File: config.mk
export PLATFORM = sky130hd
export DESIGN_NAME = bit_serial_adder_ctrl_flat
export DESIGN_NICKNAME = d
export VERILOG_FILES = /design/src/rtl/bsa_pkg.sv /design/src/rtl/bit_serial_adder_ctrl_if.sv /design/src/rtl/fa_cell.sv /design/src/rtl/maj3_6t.sv /design/src/rtl/xor3_10t.sv /design/src/rtl/bit_serial_adder_ctrl.sv /design/src/flat_wrapper.sv
export SDC_FILE = /design/constraint.sdc
export NUM_CORES = 1
export LEC_CHECK = 0
export BUFFER_PORTS_ARGS = -buffer_cell sky130_fd_sc_hd__buf_2
export CORE_MARGIN = 8
export CORE_UTILIZATION = 25
export CTS_BUF_LIST = sky130_fd_sc_hd__clkbuf_4 sky130_fd_sc_hd__clkbuf_8
export CTS_CLUSTER_DIAMETER = 80
export CTS_CLUSTER_SIZE = 30
export DETAILED_ROUTE_END_ITERATION = 8
export PLACE_DENSITY = 0.46
export SLEW_MARGIN = 20
export SYNTH_ARGS = -nofsm -noshare
export SYNTH_HDL_FRONTEND = slang
export SYNTH_SLANG_ARGS = --single-unit
File: constraint.sdc
create_clock -name clk -period 2.2 [get_ports clk]
set_clock_uncertainty 0.2 [all_clocks]
set_input_delay 0.22 -clock clk [delete_from_list [all_inputs] [get_ports clk]]
set_output_delay 0.22 -clock clk [all_outputs]
set_load 0.05 [all_outputs]
File: src/rtl/bsa_pkg.sv
// Shared types and helpers for the bit-serial adder controller.
//   bsa_state_t : controller state encoding (binary)
//   cnt_last()  : terminal bit-counter value for a given operand width
package bsa_pkg;

  typedef enum logic [1:0] {
    IDLE = 2'd0,
    RUN  = 2'd1,
    DONE = 2'd2
  } bsa_state_t;

  // Index of the last bit processed; RUN ends on the edge where cnt reaches it.
  function automatic int unsigned cnt_last(input int unsigned width);
    return width - 1;
  endfunction

endpackage

File: src/rtl/bit_serial_adder_ctrl_if.sv
// Operand/result handshake bundle for the bit-serial adder controller.
//   master : producer/consumer side (drives operands, accepts results)
//   slave  : controller side
// Signals: in_valid/in_ready, op_a, op_b, sub (operand channel);
//          out_valid/out_ready, sum, cout (result channel); busy (status).
interface bit_serial_adder_ctrl_if #(
  parameter int unsigned WIDTH = 8
);

  logic             in_valid;
  logic             in_ready;
  logic [WIDTH-1:0] op_a;
  logic [WIDTH-1:0] op_b;
  logic             sub;
  logic             out_valid;
  logic             out_ready;
  logic [WIDTH-1:0] sum;
  logic             cout;
  logic             busy;

  modport master (
    output in_valid, op_a, op_b, sub, out_ready,
    input  in_ready, out_valid, sum, cout, busy
  );

  modport slave (
    input  in_valid, op_a, op_b, sub, out_ready,
    output in_ready, out_valid, sum, cout, busy
  );

endinterface

File: src/rtl/fa_cell.sv
// Single full-adder bit slice, purely combinational.
//   s = a ^ b ^ ci, c = maj(a, b, ci)
//   BEHAV = 1 selects a behavioural model instead of the cell netlist.
module fa_cell #(
  parameter bit BEHAV = 1'b0
) (
  output logic s,
  output logic c,
  input  logic a,
  input  logic b,
  input  logic ci
);

  if (BEHAV) begin : g_behav
    assign s = a ^ b ^ ci;
    assign c = (a & b) | (a & ci) | (b & ci);
  end else begin : g_cells
    xor3_10t u_xor (.y(s), .a(a), .b(b), .c(ci));
    maj3_6t  u_maj (.y(c), .a(a), .b(b), .c(ci));
  end

endmodule

File: src/rtl/maj3_6t.sv
// Logic-level model of the 6-transistor three-input majority cell.
//   y = maj(a, b, c)
module maj3_6t (
  output logic y,
  input  logic a,
  input  logic b,
  input  logic c
);

  // c only matters when a and b disagree.
  assign y = (a & b) | (c & (a | b));

endmodule

File: src/rtl/xor3_10t.sv
// Logic-level model of the 10-transistor three-input XOR cell.
//   y = a ^ b ^ c, built as the cell does: c steers between XOR(a,b)
//   and its complement.
module xor3_10t (
  output logic y,
  input  logic a,
  input  logic b,
  input  logic c
);

  logic ab_x;

  assign ab_x = a ^ b;
  assign y    = c ? ~ab_x : ab_x;

endmodule

File: src/rtl/bit_serial_adder_ctrl.sv
// Bit-serial add/subtract sequencer: time-shares one fa_cell over WIDTH
// clocks, LSB first.
//   clk, rst_n : clock and async active-low reset
//   bus        : slave side of bit_serial_adder_ctrl_if (operand channel,
//                result channel, busy)
// Subtraction is A + ~B + 1; cout = 1 then means no borrow.
module bit_serial_adder_ctrl
  import bsa_pkg::*;
#(
  parameter int unsigned WIDTH    = 8,
  parameter bit          FA_BEHAV = 1'b0
) (
  input  logic                          clk,
  input  logic                          rst_n,
  bit_serial_adder_ctrl_if.slave        bus
);

  localparam int unsigned CNT_W = $clog2(WIDTH) + 1;
  localparam logic [CNT_W-1:0] CNT_LAST = CNT_W'(cnt_last(WIDTH));

  bsa_state_t       state_q, state_d;
  logic [WIDTH-1:0] a_sh_q, a_sh_d;
  logic [WIDTH-1:0] b_sh_q, b_sh_d;
  logic [WIDTH-1:0] sum_sh_q, sum_sh_d;
  logic [CNT_W-1:0] cnt_q, cnt_d;
  logic             carry_q, carry_d;
  logic [WIDTH-1:0] sum_q, sum_d;
  logic             cout_q, cout_d;
  logic             in_ready_q, out_valid_q, busy_q;
  logic             fa_s, fa_c;

  // The one shared bit slice.
  fa_cell #(.BEHAV(FA_BEHAV)) u_fa (
    .s  (fa_s),
    .c  (fa_c),
    .a  (a_sh_q[0]),
    .b  (b_sh_q[0]),
    .ci (carry_q)
  );

  // State register.
  always_ff @(posedge clk or negedge rst_n) begin
    if (!rst_n) begin
      state_q <= IDLE;
    end else begin
      state_q <= state_d;
    end
  end

  // Next state and datapath next values.
  always_comb begin
    state_d  = state_q;
    a_sh_d   = a_sh_q;
    b_sh_d   = b_sh_q;
    sum_sh_d = sum_sh_q;
    cnt_d    = cnt_q;
    carry_d  = carry_q;
    sum_d    = sum_q;
    cout_d   = cout_q;

    unique case (state_q)
      IDLE: begin
        if (bus.in_valid && in_ready_q) begin
          a_sh_d  = bus.op_a;
          b_sh_d  = bus.op_b ^ {WIDTH{bus.sub}};
          carry_d = bus.sub;
          cnt_d   = '0;
          state_d = RUN;
        end
      end
      RUN: begin
        a_sh_d   = a_sh_q >> 1;
        b_sh_d   = b_sh_q >> 1;
        // New bit enters at the MSB; written as a shift so WIDTH = 1 works.
        sum_sh_d = (sum_sh_q >> 1) | (WIDTH'(fa_s) << (WIDTH - 1));
        carry_d  = fa_c;
        cnt_d    = cnt_q + CNT_W'(1);
        if (cnt_q == CNT_LAST) begin
          sum_d   = sum_sh_d;
          cout_d  = fa_c;
          state_d = DONE;
        end
      end
      DONE: begin
        if (bus.out_ready) begin
          state_d = IDLE;
        end
      end
      default: begin
        state_d = IDLE;
      end
    endcase
  end

  // Datapath and registered outputs; handshake flags track the next state.
  always_ff @(posedge clk or negedge rst_n) begin
    if (!rst_n) begin
      a_sh_q      <= '0;
      b_sh_q      <= '0;
      sum_sh_q    <= '0;
      cnt_q       <= '0;
      carry_q     <= 1'b0;
      sum_q       <= '0;
      cout_q      <= 1'b0;
      in_ready_q  <= 1'b1;
      out_valid_q <= 1'b0;
      busy_q      <= 1'b0;
    end else begin
      a_sh_q      <= a_sh_d;
      b_sh_q      <= b_sh_d;
      sum_sh_q    <= sum_sh_d;
      cnt_q       <= cnt_d;
      carry_q     <= carry_d;
      sum_q       <= sum_d;
      cout_q      <= cout_d;
      in_ready_q  <= (state_d == IDLE);
      out_valid_q <= (state_d == DONE);
      busy_q      <= (state_d != IDLE);
    end
  end

  assign bus.in_ready  = in_ready_q;
  assign bus.out_valid = out_valid_q;
  assign bus.busy      = busy_q;
  assign bus.sum       = sum_q;
  assign bus.cout      = cout_q;

endmodule

File: src/flat_wrapper.sv
// flat-port wrapper written by rule: the top's interface ports become plain ports
module bit_serial_adder_ctrl_flat import bsa_pkg::*;
#(
  parameter int unsigned WIDTH    = 8,
  parameter bit          FA_BEHAV = 1'b0
)
  (clk, rst_n, bus_in_valid, bus_op_a, bus_op_b, bus_sub, bus_out_ready, bus_in_ready, bus_out_valid, bus_sum, bus_cout, bus_busy);
  bit_serial_adder_ctrl_if #(.WIDTH(WIDTH)) bus_i ();
  input  logic clk;
  input  logic rst_n;
  input wire logic [$bits(bus_i.in_valid)-1:0] bus_in_valid;
  input wire logic [$bits(bus_i.op_a)-1:0] bus_op_a;
  input wire logic [$bits(bus_i.op_b)-1:0] bus_op_b;
  input wire logic [$bits(bus_i.sub)-1:0] bus_sub;
  input wire logic [$bits(bus_i.out_ready)-1:0] bus_out_ready;
  output wire logic [$bits(bus_i.in_ready)-1:0] bus_in_ready;
  output wire logic [$bits(bus_i.out_valid)-1:0] bus_out_valid;
  output wire logic [$bits(bus_i.sum)-1:0] bus_sum;
  output wire logic [$bits(bus_i.cout)-1:0] bus_cout;
  output wire logic [$bits(bus_i.busy)-1:0] bus_busy;
  assign bus_i.in_valid = bus_in_valid;
  assign bus_i.op_a = bus_op_a;
  assign bus_i.op_b = bus_op_b;
  assign bus_i.sub = bus_sub;
  assign bus_i.out_ready = bus_out_ready;
  assign bus_in_ready = bus_i.in_ready;
  assign bus_out_valid = bus_i.out_valid;
  assign bus_sum = bus_i.sum;
  assign bus_cout = bus_i.cout;
  assign bus_busy = bus_i.busy;
  bit_serial_adder_ctrl #(.WIDTH(WIDTH), .FA_BEHAV(FA_BEHAV)) u_core (.clk(clk), .rst_n(rst_n), .bus(bus_i));
endmodule
### Word-level counts from Yosys, hierarchy flattened

Cells that the tools add are included.
Widths: inputs -> output; s select.

* bits in registers: 43
* latch bits: 0
* memory bits (writable): 0
* memory bits (read-only): 0
* bits of input ports: 21
* output and inout bits: 12
* word-level logic and storage cells: 45
* memories: 0

* add/sub/neg operators: 1
* multiply operators: 0
* div/mod/pow operators: 0
* magnitude comparators: 0
* equal/unequal tests: 5
* shifts and indexed selects: 0
* multiplexer cells: 13
* bitwise gates (word level): 8
* reduce and logical (&&, ||, !) cells: 7

Operators by type and width (count)
* $pmux 8 s2: 2
* $mux 8: 2
* $or 7x8->8: 1
* $pmux 4 s2: 1
* $xor 8x8->8: 1
* $mux 2: 3
* $pmux 2 s3: 1
* $add 4x1->4 const B: 1
* $eq 2x2->1 const B: 2
* $eq 4x3->1 const B: 1
* $logic_not 2->1: 2
* $mux 4: 1
* $reduce_and 2->1: 2
* $reduce_bool 2->1: 2
* $and 1x1->1: 2
* $eq 2x1->1 const B: 1
* $mux 1: 2
* $ne 2x1->1 const B: 1
* $or 1x1->1: 2
* $pmux 1 s2: 1
* $logic_and 1x1->1: 1
* $not 1->1: 1
* $xor 1x1->1: 1

### Depth between registers and ports, before layout

* depth after elaboration: 4
* mapped depth: 5

### Cells and area by module

From an unflattened synthesis, not the netlist that was laid out.

* cell total of the unflattened synthesis: 173
* area total of the unflattened synthesis: 1884.3 um^2

Modules (own cells, without submodules)
* bit_serial_adder_ctrl: instances 1, cells an instance 171, area each 1849.3 um^2
* xor3_10t: instances 1, cells an instance 1, area each 23.8 um^2
* maj3_6t: instances 1, cells an instance 1, area each 11.3 um^2

### Least setup slack after synthesis

No wires, ideal clock.

* path kind: register -> register
* from: register u_core.in_ready_q (netlist: u_core.bus.in_ready)
* to: register u_core.b_sh_q[6]
* setup time: 0.126 ns
* arrival: 1.369 ns
* data required time: 1.874 ns
* path slack: 0.505 ns
* stages on the path, launching flop included: 5
* buffers on the path: 1
* period minus slack after synthesis: 1.695 ns
* path through: dfstp_2 -> nand4bb_1 -> and2_4 -> buf_6 -> a221o_1

* word-level cells in the longest chain between the ends: 3

Ends and longest elaborated chain
* start, declared: RTL line bit_serial_adder_ctrl.sv:29 `logic in_ready_q, out_valid_q, busy_q;`
* start signal, assigned: RTL line bit_serial_adder_ctrl.sv:116 `in_ready_q <= (state_d == IDLE);`
* $logic_and 1x1->1: RTL line bit_serial_adder_ctrl.sv:63 `if (bus.in_valid && in_ready_q) begin`
* $ne 2x1->1 (no source line)
* $reduce_and 2->1 (no source line)
* end signal, assigned: RTL line bit_serial_adder_ctrl.sv:110 `b_sh_q <= b_sh_d;`
* end, declared: RTL line bit_serial_adder_ctrl.sv:23 `logic [WIDTH-1:0] b_sh_q, b_sh_d;`

No other way between the ends.
A chain may end at the register's enable or synchronous reset.

### Final worst setup path

* from: register u_core.state_q[1]
* to: register u_core.cout_q (netlist: u_core.bus.cout)

* word-level cells in the longest chain between the ends: 2

Ends and longest elaborated chain
* start, declared: RTL line bit_serial_adder_ctrl.sv:21 `bsa_state_t state_q, state_d;`
* start signal, assigned: RTL line bit_serial_adder_ctrl.sv:46 `state_q <= state_d;`
* $eq 2x1->1: RTL line bit_serial_adder_ctrl.sv:61 `unique case (state_q)`
* $reduce_and 2->1 (no source line)
* end signal, assigned: RTL line bit_serial_adder_ctrl.sv:115 `cout_q <= cout_d;`
* end, declared: RTL line bit_serial_adder_ctrl.sv:28 `logic cout_q, cout_d;`

No other way between the ends.

==> impl_metrics.json <==
{
  "status": "completed",
  "htree_levels": 2,
  "syn2layout_area_growth_pct": 19.70,
  "intPower_mw": 1.876,
  "multi_input_area_um2": 661.9,
  "setup_viol": 0,
  "synthesis.area_um2": 1823,
  "vdd_drop_max_mv": 0.3593,
  "gr-usage-met2": 0.1245,
  "cp-start-kind": "flip-flop",
  "path_clk_slew_ns": 0.08,
  "worstReg2RegEnd": "u_core.bus.cout",
  "core_area_um2": 7176,
  "hold_class": "primary input to flip-flop",
  "die_w_um": 101.4,
  "ys_warn_count": 0,
  "cap_violations": 0,
  "grt_max_degree": 29,
  "fin_nets": 222,
  "fmax_mhz": 537.2,
  "hold_depth": 3,
  "crit_path_top_delay_cell": "nor3_4",
  "ys_types": 28,
  "post_cts_resized": 0,
  "num_rows": 31,
  "sw_frac_of_total": 0.4263,
  "crit_family": "simple AND/OR/NAND/NOR gates",
  "cts.sinks": 42,
  "first_global_vias": 1327,
  "dr.pass1.iters": 4,
  "met1_usage": 0.1022,
  "cts.path.max_buffers": 2,
  "yosysSeqAreaShare": 0.5772,
  "drt-total-wl_um": 3789,
  "crit_path_max_fanout": 14,
  "min_period_ns": 1.862,
  "routabilityCongestion": 0.7163,
  "cts_setup_buffers": 0,
  "cp_cell_sequence": "nand2b_4 > nor3_4 > mux2_2",
  "slowest_delay_ns": 0.49,
  "io_pins": 33,
  "finalCritPeriodShare": 0.8461,
  "insertion_delay_ns": 0.29,
  "synth-seq-cells": 42,
  "slew_headroom": 0.5818,
  "async_reset_ff_frac": 1.000,
  "start_util": 0.2541,
  "path_buf_inv": 0,
  "final_max_slew_viol_count": 0,
  "r2r_cells": 3,
  "register_area_um2": 1052,
  "seq_power_share": 0.407,
  "drtIter0Drc": 79,
  "cts_made_buffers": 5,
  "final_core_util": 0.3041,
  "p_leak_nw": 1.046,
  "pwr-share-clk": 0.160,
  "cp-end-kind": "flip-flop",
  "arrival_ns": 1.83,
  "rsz0062_at_grt": "no",
  "timing.rr.start": "u_core.state_q[1]",
  "r2r_slack_ns": 0.34,
  "syn_inst": 166,
  "vias": 1253,
  "worst_pin_slew_ns": 0.6273,
  "fp.dieH_um": 101.4,
  "p_switching_mw": 1.394,
  "grt.total_usage": 0.07951,
  "cts_hold_buf": 2,
  "grt_pass1_wl_um": 6451,
  "fin_setup_tns_ns": 0,
  "syn_area_per_cell_um2": 10.98,
  "syn_nets": 189,
  "busiest_layer": "met2",
  "n_fill_cell": 751,
  "drt-wirelength-per-cell_um": 12.67,
  "root_buffer": "clkbuf_8",
  "antenna_found_initial": 0,
  "drc_errors": 0,
  "crit_type": "flip-flop to flip-flop",
  "diodes": 0,
  "place_hpwl_um": 2619,
  "holdPathEnd": "u_core.b_sh_q[7]",
  "avgViaCountPerCell": 4.191,
  "ant_nets": 0,
  "grt_util_met3": 0.02062,
  "pwr-share-comb": 0.433,
  "drive_gt1_frac": 0.2800,
  "power_density_nw_per_um2": 1499,
  "min_from": "bus_op_b[7]",
  "hold_violations": 0,
  "cp_data_required_time_ns": 2.17,
  "grt-ovfl-total": 0,
  "die-area_um2": 10280,
  "numPortBuffers": 32,
  "tritoncts": "yes",
  "synth_edf_count": 0,
  "ys.flop_type": "dfrtp_1"
}
-- how the worst max path moves through the flow --
stage	from	to	cells past startpoint
after global placement	u_core.state_q[1]	u_core.bus.sum[6]	3
after CTS	u_core.state_q[1]	u_core.bus.cout	3
after detailed placement	u_core.state_q[1]	u_core.bus.cout	3
final	u_core.state_q[1]	u_core.bus.cout	3
after floorplan	u_core.bus.in_ready	u_core.b_sh_q[6]	4
after global routing	u_core.state_q[1]	u_core.bus.cout	3
-- flip-flops by register name (all words and copies together) (netlist names) --
register              count
u_core.bus.in_ready       1
u_core.state_q            2
u_core.bus.out_valid      1
u_core.bus.busy           1
u_core.carry_q            1
u_core.bus.cout           1
u_core.a_sh_q             8
u_core.bus.sum            8
u_core.cnt_q              4
u_core.b_sh_q             8
u_core.sum_sh_q           7
-- per-layer routing --
layer | wire length [um] | part of all wire | up-vias
met1 | 1821 | 0.48 | 602
li1 | - | - | 621
met2 | 1783 | 0.47 | 26
met4 | 53 | 0.014 | 0
met3 | 130 | 0.034 | 4
met5 | 0 | 0 | -
-- power groups by stage --
stage | sequential [mW] | clock (mW) | combinational [mW]
2_1_floorplan | 1.64 | 0 | 0.831
3_3_place_gp | 1.35 | 0 | 1.43
3_5_place_dp | 1.35 | 0 | 1.45
4_1_cts | 1.34 | 0.544 | 1.45
5_1_grt | 1.39 | 0.583 | 1.58
6_report | 1.33 | 0.524 | 1.42
-- cells in the mapped netlist, drive strengths merged, types with 3 or more instances --
cell type	count	area share
nor2	4	0.0082
a21oi	11	0.030
buf	10	0.039
o211ai	4	0.016
dfrtp	41	0.56
o21ai	4	0.011
mux2	9	0.056
inv	9	0.019
xnor2	8	0.038
nand3	8	0.022
a221o	3	0.016
nand2	33	0.068
nand2b	3	0.014
o22ai	8	0.027
-- cells by family after synthesis --
group / share of synthesized area
muxes: 0.06109
DFF: 0.5772
adders and majority gates: 0.01784
and+or+nand+nor: 0.1400
AOI/OAI and AO/OA: 0.1057
buffers and inverters: 0.05971
xor gates and xnor gates: 0.03844
-- cell type report --
| cell class | instances | share of cell area |
|---|---|---|
| tap | 99 | 0.05677 |
| timing repair buffer | 37 | 0.09862 |
| multi-input combinational | 104 | 0.3033 |
| clock inverter | 1 | 0.002294 |
| clock buffer | 7 | 0.04128 |
| inverter | 9 | 0.01548 |
| sequential | 42 | 0.4822 |
-- per-stage QoR --
step / hold WS [ns] / worst slack [ns] / area [um2] / std cells / power [mW]
2_1_floorplan: -0.2756 / 0.5054 / 1823 / 166 / 2.471
3_3_place_gp: 0.01225 / 0.3761 / 2067 / 289 / 2.776
3_5_place_dp: 0.01402 / 0.3392 / 2067 / 289 / 2.798
4_1_cts: 0.009182 / 0.3167 / 2182 / 299 / 3.329
5_1_grt: 0.02149 / 0.2354 / 2182 / 299 / 3.550
6_report: 0.01528 / 0.3385 / 2182 / 299 / 3.271
-- worst reg2reg max path, stage by stage (launching register included) --
cell	delay, ns
dfrtp_1	0.42
nand2b_4	0.24
nor3_4	0.49
mux2_2	0.40
-- layout by cell type, fill, tap and decap left out, drive strengths merged --
| cell | Yosys | final |
|---|---|---|
| mux2 | 9 | 9 |
| a221o | 3 | 3 |
| dfrtp | 41 | 41 |
| o211ai | 4 | 4 |
| nor2 | 4 | 4 |
| inv | 9 | 9 |
| fa | 1 | 1 |
| and2b | 1 | 1 |
| xnor2 | 8 | 8 |
| o21ai | 4 | 4 |
| o22ai | 8 | 8 |
| clkbuf | 1 | 7 |
| nor3 | 1 | 1 |
| o21a | 1 | 1 |
| buf | 10 | 35 |
| nand4 | 1 | 1 |
| mux2i | 1 | 1 |
| dlygate4sd3 | 0 | 2 |
| nand3 | 8 | 8 |
| nand2b | 3 | 3 |
| ha | 1 | 1 |
| dfstp | 1 | 1 |
| nand2 | 33 | 33 |
| a21oi | 11 | 11 |
| nand4bb | 1 | 1 |
| and2 | 1 | 1 |
| clkinv | 0 | 1 |
Power figures use the tool's default switching activity.
